==> src/rtl/fetch_pkg.sv <==
// -----------------------------------------------------------------------------
// fetch_pkg
//   Shared types and constants for the fetch-stage instruction-bus controller.
//   - fetch_state_t : access-tracking states of fetch_ibus_ctrl
//   - fetch_data_t  : fetch-stage payload handed to the D register
//   - FETCH_ADDR_W / FETCH_INSTR_NOP : default PC width and bubble instruction
//   - pc_misaligned() : fetch address-error test on the two PC LSBs
// -----------------------------------------------------------------------------
package fetch_pkg;

  localparam int          FETCH_ADDR_W    = 32;
  localparam logic [31:0] FETCH_INSTR_NOP = 32'h0000_0000;

  typedef enum logic [1:0] {
    IDLE = 2'd0,
    REQ  = 2'd1,
    WAIT = 2'd2,
    DONE = 2'd3
  } fetch_state_t;

  typedef struct packed {
    logic [31:0]             instr;
    logic [FETCH_ADDR_W-1:0] pc;
    logic [FETCH_ADDR_W-1:0] pcplus4;
    logic                    adel;
  } fetch_data_t;

  // Instruction fetches must be word aligned.
  function automatic logic pc_misaligned(input logic [1:0] pc_lsb);
    return (pc_lsb != 2'b00);
  endfunction

endpackage

==> src/rtl/fetch_ibus_ctrl.sv <==
// -----------------------------------------------------------------------------
// fetch_ibus_ctrl
//   Fetch-stage instruction-bus controller sitting upstream of the D register.
//   Issues one sram-like ibus read for the PC held in the F register, tracks
//   the single outstanding access, discards responses made stale by a PC
//   change, and presents the instruction with pc/pcplus4 to dataF_new.
//   Ports:
//     clk, reset              clock; asynchronous active-high reset
//     pc, stall               F-register PC and stallF from the hazard unit
//     inst_req, inst_addr     ibus request valid / address (= pc)
//     inst_addr_ok            ibus accepted the address this cycle
//     inst_data_ok, inst_rdata ibus read data return
//     i_data_ok               instr is valid for the current pc
//     instr, pcplus4, adel    fetched instruction, pc + 4, fetch address error
// -----------------------------------------------------------------------------
module fetch_ibus_ctrl
  import fetch_pkg::*;
#(
  parameter int          ADDR_W    = FETCH_ADDR_W,
  parameter logic [31:0] INSTR_NOP = FETCH_INSTR_NOP
) (
  input  logic              clk,
  input  logic              reset,
  input  logic [ADDR_W-1:0] pc,
  input  logic              stall,
  output logic              inst_req,
  output logic [ADDR_W-1:0] inst_addr,
  input  logic              inst_addr_ok,
  input  logic              inst_data_ok,
  input  logic [31:0]       inst_rdata,
  output logic              i_data_ok,
  output logic [31:0]       instr,
  output logic [ADDR_W-1:0] pcplus4,
  output logic              adel
);

  fetch_state_t      state_q,  state_d;
  logic [ADDR_W-1:0] req_pc_q, req_pc_d;
  logic [31:0]       ibuf_q,   ibuf_d;

  // The address may change freely until accepted, so it simply follows pc.
  assign inst_addr = pc;
  assign pcplus4   = pc + {{(ADDR_W-3){1'b0}}, 3'd4};

  // Next-state and output decode.
  always_comb begin
    state_d   = state_q;
    req_pc_d  = req_pc_q;
    ibuf_d    = ibuf_q;
    inst_req  = 1'b0;
    i_data_ok = 1'b0;
    instr     = INSTR_NOP;
    adel      = 1'b0;

    case (state_q)
      IDLE: begin
        state_d = REQ;
      end

      REQ: begin
        if (pc_misaligned(pc[1:0])) begin
          // No bus access for a bad address; hand a flagged bubble downstream.
          adel      = 1'b1;
          i_data_ok = 1'b1;
        end else begin
          inst_req = 1'b1;
          if (inst_addr_ok) begin
            req_pc_d = pc;
            state_d  = WAIT;
          end else begin
            state_d = REQ;
          end
        end
      end

      WAIT: begin
        if (inst_data_ok) begin
          state_d = REQ;
          if (pc == req_pc_q) begin
            // Same-cycle pass-through; park the word only if F is held.
            i_data_ok = 1'b1;
            instr     = inst_rdata;
            if (stall) begin
              ibuf_d  = inst_rdata;
              state_d = DONE;
            end else begin
              state_d = REQ;
            end
          end else begin
            // PC moved on while the access was in flight: response is stale.
            state_d = REQ;
          end
        end else begin
          state_d = WAIT;
        end
      end

      DONE: begin
        instr     = ibuf_q;
        i_data_ok = (pc == req_pc_q);
        if (pc != req_pc_q) begin
          ibuf_d  = 32'h0000_0000;
          state_d = REQ;
        end else if (!stall) begin
          state_d = REQ;
        end else begin
          state_d = DONE;
        end
      end

      default: begin
        state_d = IDLE;
      end
    endcase
  end

  // State, accepted-PC and instruction-buffer registers.
  always_ff @(posedge clk or posedge reset) begin
    if (reset) begin
      state_q  <= IDLE;
      req_pc_q <= {ADDR_W{1'b0}};
      ibuf_q   <= 32'h0000_0000;
    end else begin
      state_q  <= state_d;
      req_pc_q <= req_pc_d;
      ibuf_q   <= ibuf_d;
    end
  end

endmodule

==> config.mk <==
export PLATFORM = sky130hd
export DESIGN_NAME = fetch_ibus_ctrl
export DESIGN_NICKNAME = d
export VERILOG_FILES = /design/src/rtl/fetch_pkg.sv /design/src/rtl/fetch_ibus_ctrl.sv
export SDC_FILE = /design/constraint.sdc
export NUM_CORES = 1
export LEC_CHECK = 0
export CORE_MARGIN = 1
export CORE_UTILIZATION = 41
export DETAILED_ROUTE_END_ITERATION = 12
export GPL_TIMING_DRIVEN = 0
export PLACE_DENSITY = 0.89
export SLEW_MARGIN = 20
export SYNTH_ARGS = -nofsm -noshare
export SYNTH_HDL_FRONTEND = slang
export SYNTH_SLANG_ARGS = --single-unit
==> constraint.sdc <==
create_clock -name clk -period 2.35 [get_ports clk]
set_input_delay 0.47 -clock clk [delete_from_list [all_inputs] [get_ports clk]]
set_output_delay 0.47 -clock clk [all_outputs]
set_load 0.05 [all_outputs]
==> impl_summary.md, run 1 <==
Outcome
The run finished, with violations left. The final reports fail on negative setup slack.

Synth
Yosys instantiated no cell more often than sky130_fd_sc_hd__dfrtp_1. The post-synthesis cell type count is 36. The post-synthesis net count is between 500 and 600. The compound-gate portion of the synthesized area is 0.158. The dominant register cell in the synthesized netlist is sky130_fd_sc_hd__dfrtp_1.

The fraction of synthesized cell area in xor and xnor cells is 0.127. The dominant combinational cell family by area after synthesis is compound AO/OA/AOI/OAI gates. Of the synthesized area, sequential elements account for 0.360. The adder and majority gate portion of the synthesized area is 0.00272. After synthesis, the share of flip-flops with an asynchronous set or reset is 1.00. After synthesis, the cell types taking the most area are sky130_fd_sc_hd__dfrtp_1 (36%), sky130_fd_sc_hd__o31ai_2 (8.2%), sky130_fd_sc_hd__xnor2_1 (7.8%).

The mux share of post-synthesis cell area is 0.0662. Of the total synthesized cell area, the portion taken by AND, OR, NAND and NOR gates is 0.140. Synthesis handed over a netlist of around 440 instances.

The average instance in the mapped netlist occupies 10.5 sq um. The post-synthesis cell type with the largest combined area is sky130_fd_sc_hd__dfrtp_1. After synthesis the netlist holds a flip-flop and latch count of 66. The number of synthesis warnings is 0. After synthesis, the most frequently instantiated cells are sky130_fd_sc_hd__dfrtp_1 (66), sky130_fd_sc_hd__nand4_1 (43), sky130_fd_sc_hd__xnor2_1 (41). The summed instance area of the synthesized netlist is approximately 4600 sq um. The number of synthesized flops with an enable pin is 0. The proportion of netlist area held by the largest area contributor is 0.360.

Layout
The area occupied by multi-input gates is between 2000 and 3000 sq um. The layout has ~800 filler cells. In the final layout, flip-flops and latches occupy 1650 sq um. 0 antenna diodes ended up in the layout.

Relative to the synthesized area, the layout overhead comes to 66.4%. The final layout contains between 600 and 700 nets. The share of layout cells above drive strength 1 is 0.476.

Worst hold path
The cell depth of the worst hold path is 2. The path type of the worst min-delay path is primary input to register.

STA
The final worst setup slack is -0.424 ns. For the pin with the worst max-slew slack, the measured transition is 0.776 ns. The fraction of the cycle the final worst path needs is 1.18.

The max-slew violation count is 0. The tightest hold margin is 0.368 ns. The post-route clock skew is 0.00589 ns. Setup violations remaining at the end of the flow were counted as 38. The upper clock frequency limit is about 360 MHz. The minimum clock period after layout is 2.77 ns. Headroom to the max-slew limit came out at 0.479. The final-report hold violation count came to 0. Setup repair after global routing could not meet its margin everywhere.

Clock tree
The clock tree buffer depth is 2. The TritonCTS clock tree is built. The clock root buffer is sky130_fd_sc_hd__clkbuf_8.

The H-tree was split into 3 levels. Clock-pin slew was measured on the worst setup and hold paths at 0.07 ns. The number of buffers created by CTS is 9.

The clock reaches the later pin of the worst-skew pair after about 0.33 ns. The total number of clock tree sinks is 66.

GRT
The initial antenna violation count is 0. The largest net degree at the start of global routing is 35. The via count of the first global-routing pass is ~4400.

The total global routing overflow is 0. The overall global routing resource usage is 0.249. The global-route wire length before repair is roughly 22000 um.

Floorplan
Pin placement for this block handled 168 I/O pins. The core region is between 10000 and 15000 sq um. The initial core utilization is 0.422. The die outline height is 108 um. The die width is 108 um. Row generation in the floorplan step produced 38 rows. The die footprint is 11600 sq um.

Worst setup path
In this run the worst path has a maximum fanout of 10. For the worst setup path, the data arrival time is about 2.3 ns. Traced cell by cell, the critical path runs through clkdlybuf4s15_2 -> xnor2_2 -> nand4_2 -> nor4_4 -> and3_1 -> buf_6 -> buf_12 -> a22o_2 -> buf_6. The class of the most critical setup path is primary input to output pin.

The number of cells on the worst reg-to-reg path is 7. The delay of the slowest critical-path stage is approximately 0.32 ns. The worst setup path is launched from a primary input.

The slowest cell on the critical path is sky130_fd_sc_hd__nor4_4. STA classifies the critical path endpoint as an output pin. The most prevalent standard cell on the critical path is sky130_fd_sc_hd__buf_6. The critical path data required time is 1.88 ns.

Detailed routing
The detailed-route wire length is 14100 um. The ratio of routed vias to standard cells is around 5.3. The first detailed-routing pass took 6 iterations. The initial detailed-routing violation count is 187. The residual antenna-violating net count after detailed routing is 0.

The detailed-route DRC error count is 0. The per-cell routed wire length is approximately 18 um. The total vias in the final route is 4134.

Placement
Buffers placed on the I/O ports in this run total between 150 and 200. Detailed placement ended at an HPWL of 10100 um. The worst slack after detailed placement is -1.76 ns. The weighted congestion at the end of routability-driven global placement is approximately 0.83.

Job
Max-cap violations in this run came to 0.

Power and ir drop
The static power due to leakage is ~0.0034 uW. IR analysis of the VDD net gives a maximum drop of between 0.3 and 0.4 mV. Summing internal, switching and leakage power gives between 4000 and 5000 uW. The power density over the cells is between 500 and 600 nW/um^2.
[cell type report]
class	count	area share
inverters	37	0.0185
clock inverters	5	0.0111
plain buffers	65	0.0704
clock buffers	11	0.0198
well taps	140	0.0229
repair buffers	184	0.253
multi-input cells	266	0.388
flip-flops and latches	66	0.216
[final timing paths]
path | slack (ns) | from | endpoint
setup / recovery | -0.42 | pc[26] | instr[0]
hold / removal | 0.37 | pc[10] | req_pc_q[10]
setup reg to reg | 0.24 | req_pc_q[17] | ibuf_q[1]
hold reg to reg | 0.51 | req_pc_q[2] | req_pc_q[2]
max in group asynchronous | 1.32 | reset | req_pc_q[9]
min in group asynchronous | 0.50 | reset | ibuf_q[3]
[repair_timing]
action	in CTS	in global routing
hold buffers	0	0
setup endpoints to repair	127	54
gates resized for setup	513	39
setup buffers	13	7
pin swaps	28	19
[critical path: cells and delay by family]
| family | cells | cell delay [ns] |
|---|---|---|
| AO/OA/AOI/OAI | 1 | 0.15 |
| XOR/XNOR | 1 | 0.25 |
| buffers and inverters | 4 | 0.73 |
| AND/OR/NAND/NOR | 3 | 0.71 |
[cell usage in the layout, fill, tap and decap left out, drive strengths merged, types with 2 or more instances in the layout]
master           n
and4             5
dlygate4sd2      7
o31ai           32
buf            141
nor2             9
bufinv           2
nand3           13
nor4             2
mux2            27
nand4           45
a22o            32
xnor2           47
nand2           14
dfrtp           66
and2             3
dlymetal6s2s     4
clkdlybuf4s15   12
clkdlybuf4s50   73
o21ai            4
inv             38
nor3             7
and3             5
xor2            13
clkbuf          23
[state kept, by name (all words and copies together), names as in the netlist]
register,flops
state_q,2
ibuf_q,32
req_pc_q,32
[cells by family after synthesis]
logic type	after synthesis
simple gates	106
buf+inv	105
compound gates	72
flops	66
xor+xnor	60
mux	27
fa+ha+maj	1
[per-layer routing]
layer	wire length, um	vias up	track usage
met5	0	-	0
met4	318	0	0.0851
met3	565	24	0.0375
met2	7410	146	0.434
met1	5780	2063	0.312
li1	-	1901	-
[power by group]
group | leakage [uW] | internal, uW | switching [uW]
logic | 0.00247 | 746 | 859
registers | 0.000855 | 1370 | 212
clock network | 0.000116 | 662 | 465
total | 0.00344 | 2780 | 1540
[per-stage QoR]
stage	TNS, ns	instance area (sq um)	cells	util
floorplan	-3.86	5150	437	-
global placement	-171.76	6950	740	0.639
detailed placement	-115.31	6980	741	0.641
CTS	-12.44	7580	768	0.696
global route	-17.36	7640	774	0.702
finish	-12.89	7640	774	0.702
Power figures use the tool's default switching activity.
==> run 2, diff against run 1 <==
- CAP_MARGIN: not set -> 20
- GPL_TIMING_DRIVEN: 0 -> not set
==> run 2 against run 1 <==
The flow still finishes with violations (negative setup slack). Count of clock-buffer cells in the layout shrank 1. Power rose by 4.6%. Die area stayed put. Cell count increased by 2.5%. Sequential cell count did not move. Largest power group unchanged. Sequential share of layout area shrank 3.2 points. Clock skew grew 0.010 ns. Sequential power is essentially flat. Critical path type is now register to output pin. Worst setup slack got worse by 0.16 ns. Non-clock buffer count rose by 16. First-iteration DRC count increased by 85%.
==> impl_summary.md, run 2 (same netlist as run 1, synthesis figures left out) <==
Worst setup path
The critical path capture point type is an output pin. Traced cell by cell, the critical path runs through xnor2_2 -> nand4_1 -> nor4_4 -> buf_4 -> and3_4 -> buf_12 -> buf_16 -> a22o_4 -> buf_12. The class of the most critical setup path is register to output pin.

The most prevalent standard cell on the critical path is sky130_fd_sc_hd__buf_12. The slowest stage of the critical path is the sky130_fd_sc_hd__dfrtp_1 cell. The critical path data required time came to 1.88 ns (about the same). STA classifies the critical path startpoint as a register. The maximum fanout along the worst path came to 8 (-2).

The delay of the slowest critical-path stage is 0.42 ns (+0.10 ns). The data arrival time of the worst path is 2.47 ns (+0.17 ns).

GRT
The global-route wire length before repair is 26400 um (+18%). The via count of the first global-routing pass was 4827 (+11%). The total global routing overflow is 0 (unchanged).

The largest net degree at the start of global routing was 67 (+91%). The overall global routing resource usage is 0.300 (+0.0509). The initial antenna violation count is 2 (+2).

Detailed routing
The total vias in the final route is 4548 (+10%). The residual antenna-violating net count after detailed routing is 0 (unchanged). The length of the first detailed-routing pass in iterations is 5 (-1).

The initial detailed-routing violation count is 346 (+85%). The detailed-route wire length is 18100 um (+29%). The per-cell routed wire length was 22.9 um (+26%). The detailed-route DRC error count is 0 (unchanged). The ratio of routed vias to standard cells is 5.74 (+7.4%).

Floorplan
The number of top-level pins came to 168 (unchanged). The initial core utilization is 0.422 (unchanged). The die footprint came to 11600 sq um (unchanged). The floorplan core area is 10900 sq um (unchanged). The number of rows in the core area came to 38 (unchanged).

The die width is 108 um (unchanged). The die outline height is 108 um (unchanged).

Power and ir drop
The switching part of the total was 0.372 (+0.0168). The peak supply drop is 0.774 mV (+110%). The static power due to leakage came to 0.00396 uW (+15%). The sequential power share was 0.356 (-0.011). The power density over the cells came to 503 nW/um^2 (-11%). The logic gate share of total power is 0.420 (+0.048). The internal power component is 2830 uW (+1.9%). The net switching power figure is 1680 uW (+9.5%). The clock group share of total power came to 0.224 (-0.037).

Clock tree
The clock network latency to the later pin of the worst-skew pair is 0.34 ns (about the same). The register clock-pin slew on the reported worst setup and hold paths is 0.09 ns (+0.02 ns). TritonCTS built the clock tree. The number of buffers created by CTS was 9 (unchanged).

The number of buffers inserted for hold repair after clock tree synthesis is 0 (unchanged). The clock tree buffer depth is 2 (unchanged). The total number of clock tree sinks is 66 (unchanged).

The clock root buffer is sky130_fd_sc_hd__clkbuf_8. The maximum level of the CTS H-tree is 3 (unchanged).

STA
The final worst setup slack is -0.588 ns (-0.164 ns). The worst-margin pin slew is 0.389 ns (-0.387 ns). The upper clock frequency limit is 340 MHz (-5.6%). The headroom to the max-slew limit was 0.740 (+0.262). Setup repair after global routing could not meet its margin everywhere. The fraction of the cycle the final worst path needs is 1.25 (+0.0698). The max-slew violation count is 0 (unchanged). The final-report hold violation count is 0 (unchanged).

The minimum clock period after layout came to 2.94 ns (+0.164 ns). The post-route clock skew is 0.0159 ns (+0.0100 ns). The tightest hold margin is 0.366 ns (-0.00202 ns). The total setup violations reported at the end of the flow is 39 (+2.6%).

Placement
The post-place instance area is 8080 sq um (+16%). The count of port buffers added during placement is 167 (+2.5%). The half-perimeter wire length after placement is 11500 um (+13%).

The weighted congestion at the end of routability-driven global placement is 0.863 (+3.6%). The placed cell count is 750 (+1.2%).

Layout
The top cell types in the final layout, fill and taps aside, are sky130_fd_sc_hd__buf_12 (107), sky130_fd_sc_hd__dfrtp_1 (66), sky130_fd_sc_hd__buf_4 (65), sky130_fd_sc_hd__nand4_1 (43). The count of filler cells inserted in the layout is 542 (-30%). The net count of the finished layout is 715 (+2.3%). The share of layout cells above drive strength 1 is 0.566 (+0.0898). The post-route cell area is 8970 sq um (+17%).

The area growth from synthesis to layout is 95.3%. The most common cell after layout, fill and taps aside is sky130_fd_sc_hd__buf_12. In the final layout, the registers with the most flip-flops are ibuf_q (32), req_pc_q (32), state_q (2). The non-filler instance count after layout is 793 (+2.5%).

Outcome
The run finished, with violations left. The checks that failed: negative setup slack.

Job
The number of max-capacitance violations reported was 0 (unchanged).

Worst hold path
The path class of the tightest hold or removal check is primary input to register.
==> run 2: path summary, 6_finish.rpt <==
check	end	slack (ns)	from	cells past startpoint
max	instr[26]	-0.59	req_pc_q[22]	9
min	req_pc_q[17]	0.37	pc[17]	2
max reg2reg	ibuf_q[29]	0.04	req_pc_q[22]	9
min reg2reg	req_pc_q[6]	0.52	req_pc_q[6]	1
max in group asynchronous	req_pc_q[29]	1.46	reset	3
min in group asynchronous	req_pc_q[15]	0.55	reset	3
==> run 2: metal layers <==
layer,vias to the layer above,track usage,share of wire
met5,-,0,0
li1,1965,-,-
met1,2316,0.352,0.37
met3,57,0.0375,0.043
met2,210,0.542,0.54
met4,0,0.133,0.047
==> run 2: layout make-up <==
type | instances | area, sq um | area share
Clock inverter | 6 | 65.1 | 0.00725
Timing Repair Buffer | 265 | 3660 | 0.408
Tap cell | 140 | 175 | 0.0195
Sequential cell | 66 | 1650 | 0.184
Multi-Input combinational cell | 266 | 3130 | 0.349
Antenna cell | 3 | 7.51 | 0.000837
Clock buffer | 10 | 138 | 0.0153
Inverter | 37 | 139 | 0.0155
==> run 2: worst max-delay path: cells and delay by family (launching register included) <==
family          cells  cell delay [ns]
buf+inv             4             0.59
simple gates        3             0.76
flops               1             0.42
xor+xnor            1             0.23
compound gates      1             0.13
==> run 2: through the flow <==
step	setup TNS, ns	setup slack [ns]	total power [uW]	util
floorplan	-3.86	-0.272	2610	-
global placement	-47.60	-0.705	3300	0.742
detailed placement	-52.67	-0.767	3380	0.742
CTS	-17.48	-0.534	4460	0.809
global route	-22.77	-0.676	4690	0.824
finish	-18.18	-0.588	4520	0.824
==> run 2: power by group through the flow <==
stage | combinational [uW] | sequential [uW] | clock, uW
final | 1900 | 1610 | 1010
after global routing | 1990 | 1630 | 1070
after CTS | 1850 | 1590 | 1020
after detailed placement | 1780 | 1600 | 0
after global placement | 1730 | 1570 | 0
after floorplan | 1060 | 1550 | 0
==> run 2: timing repair <==
action,4_1_cts,5_1_grt
endpoints found under the hold margin,0,0
gates resized for setup,166,40
pin swaps,36,28
gates cloned,3,2
setup endpoints to repair,91,79
buffers inserted,21,5
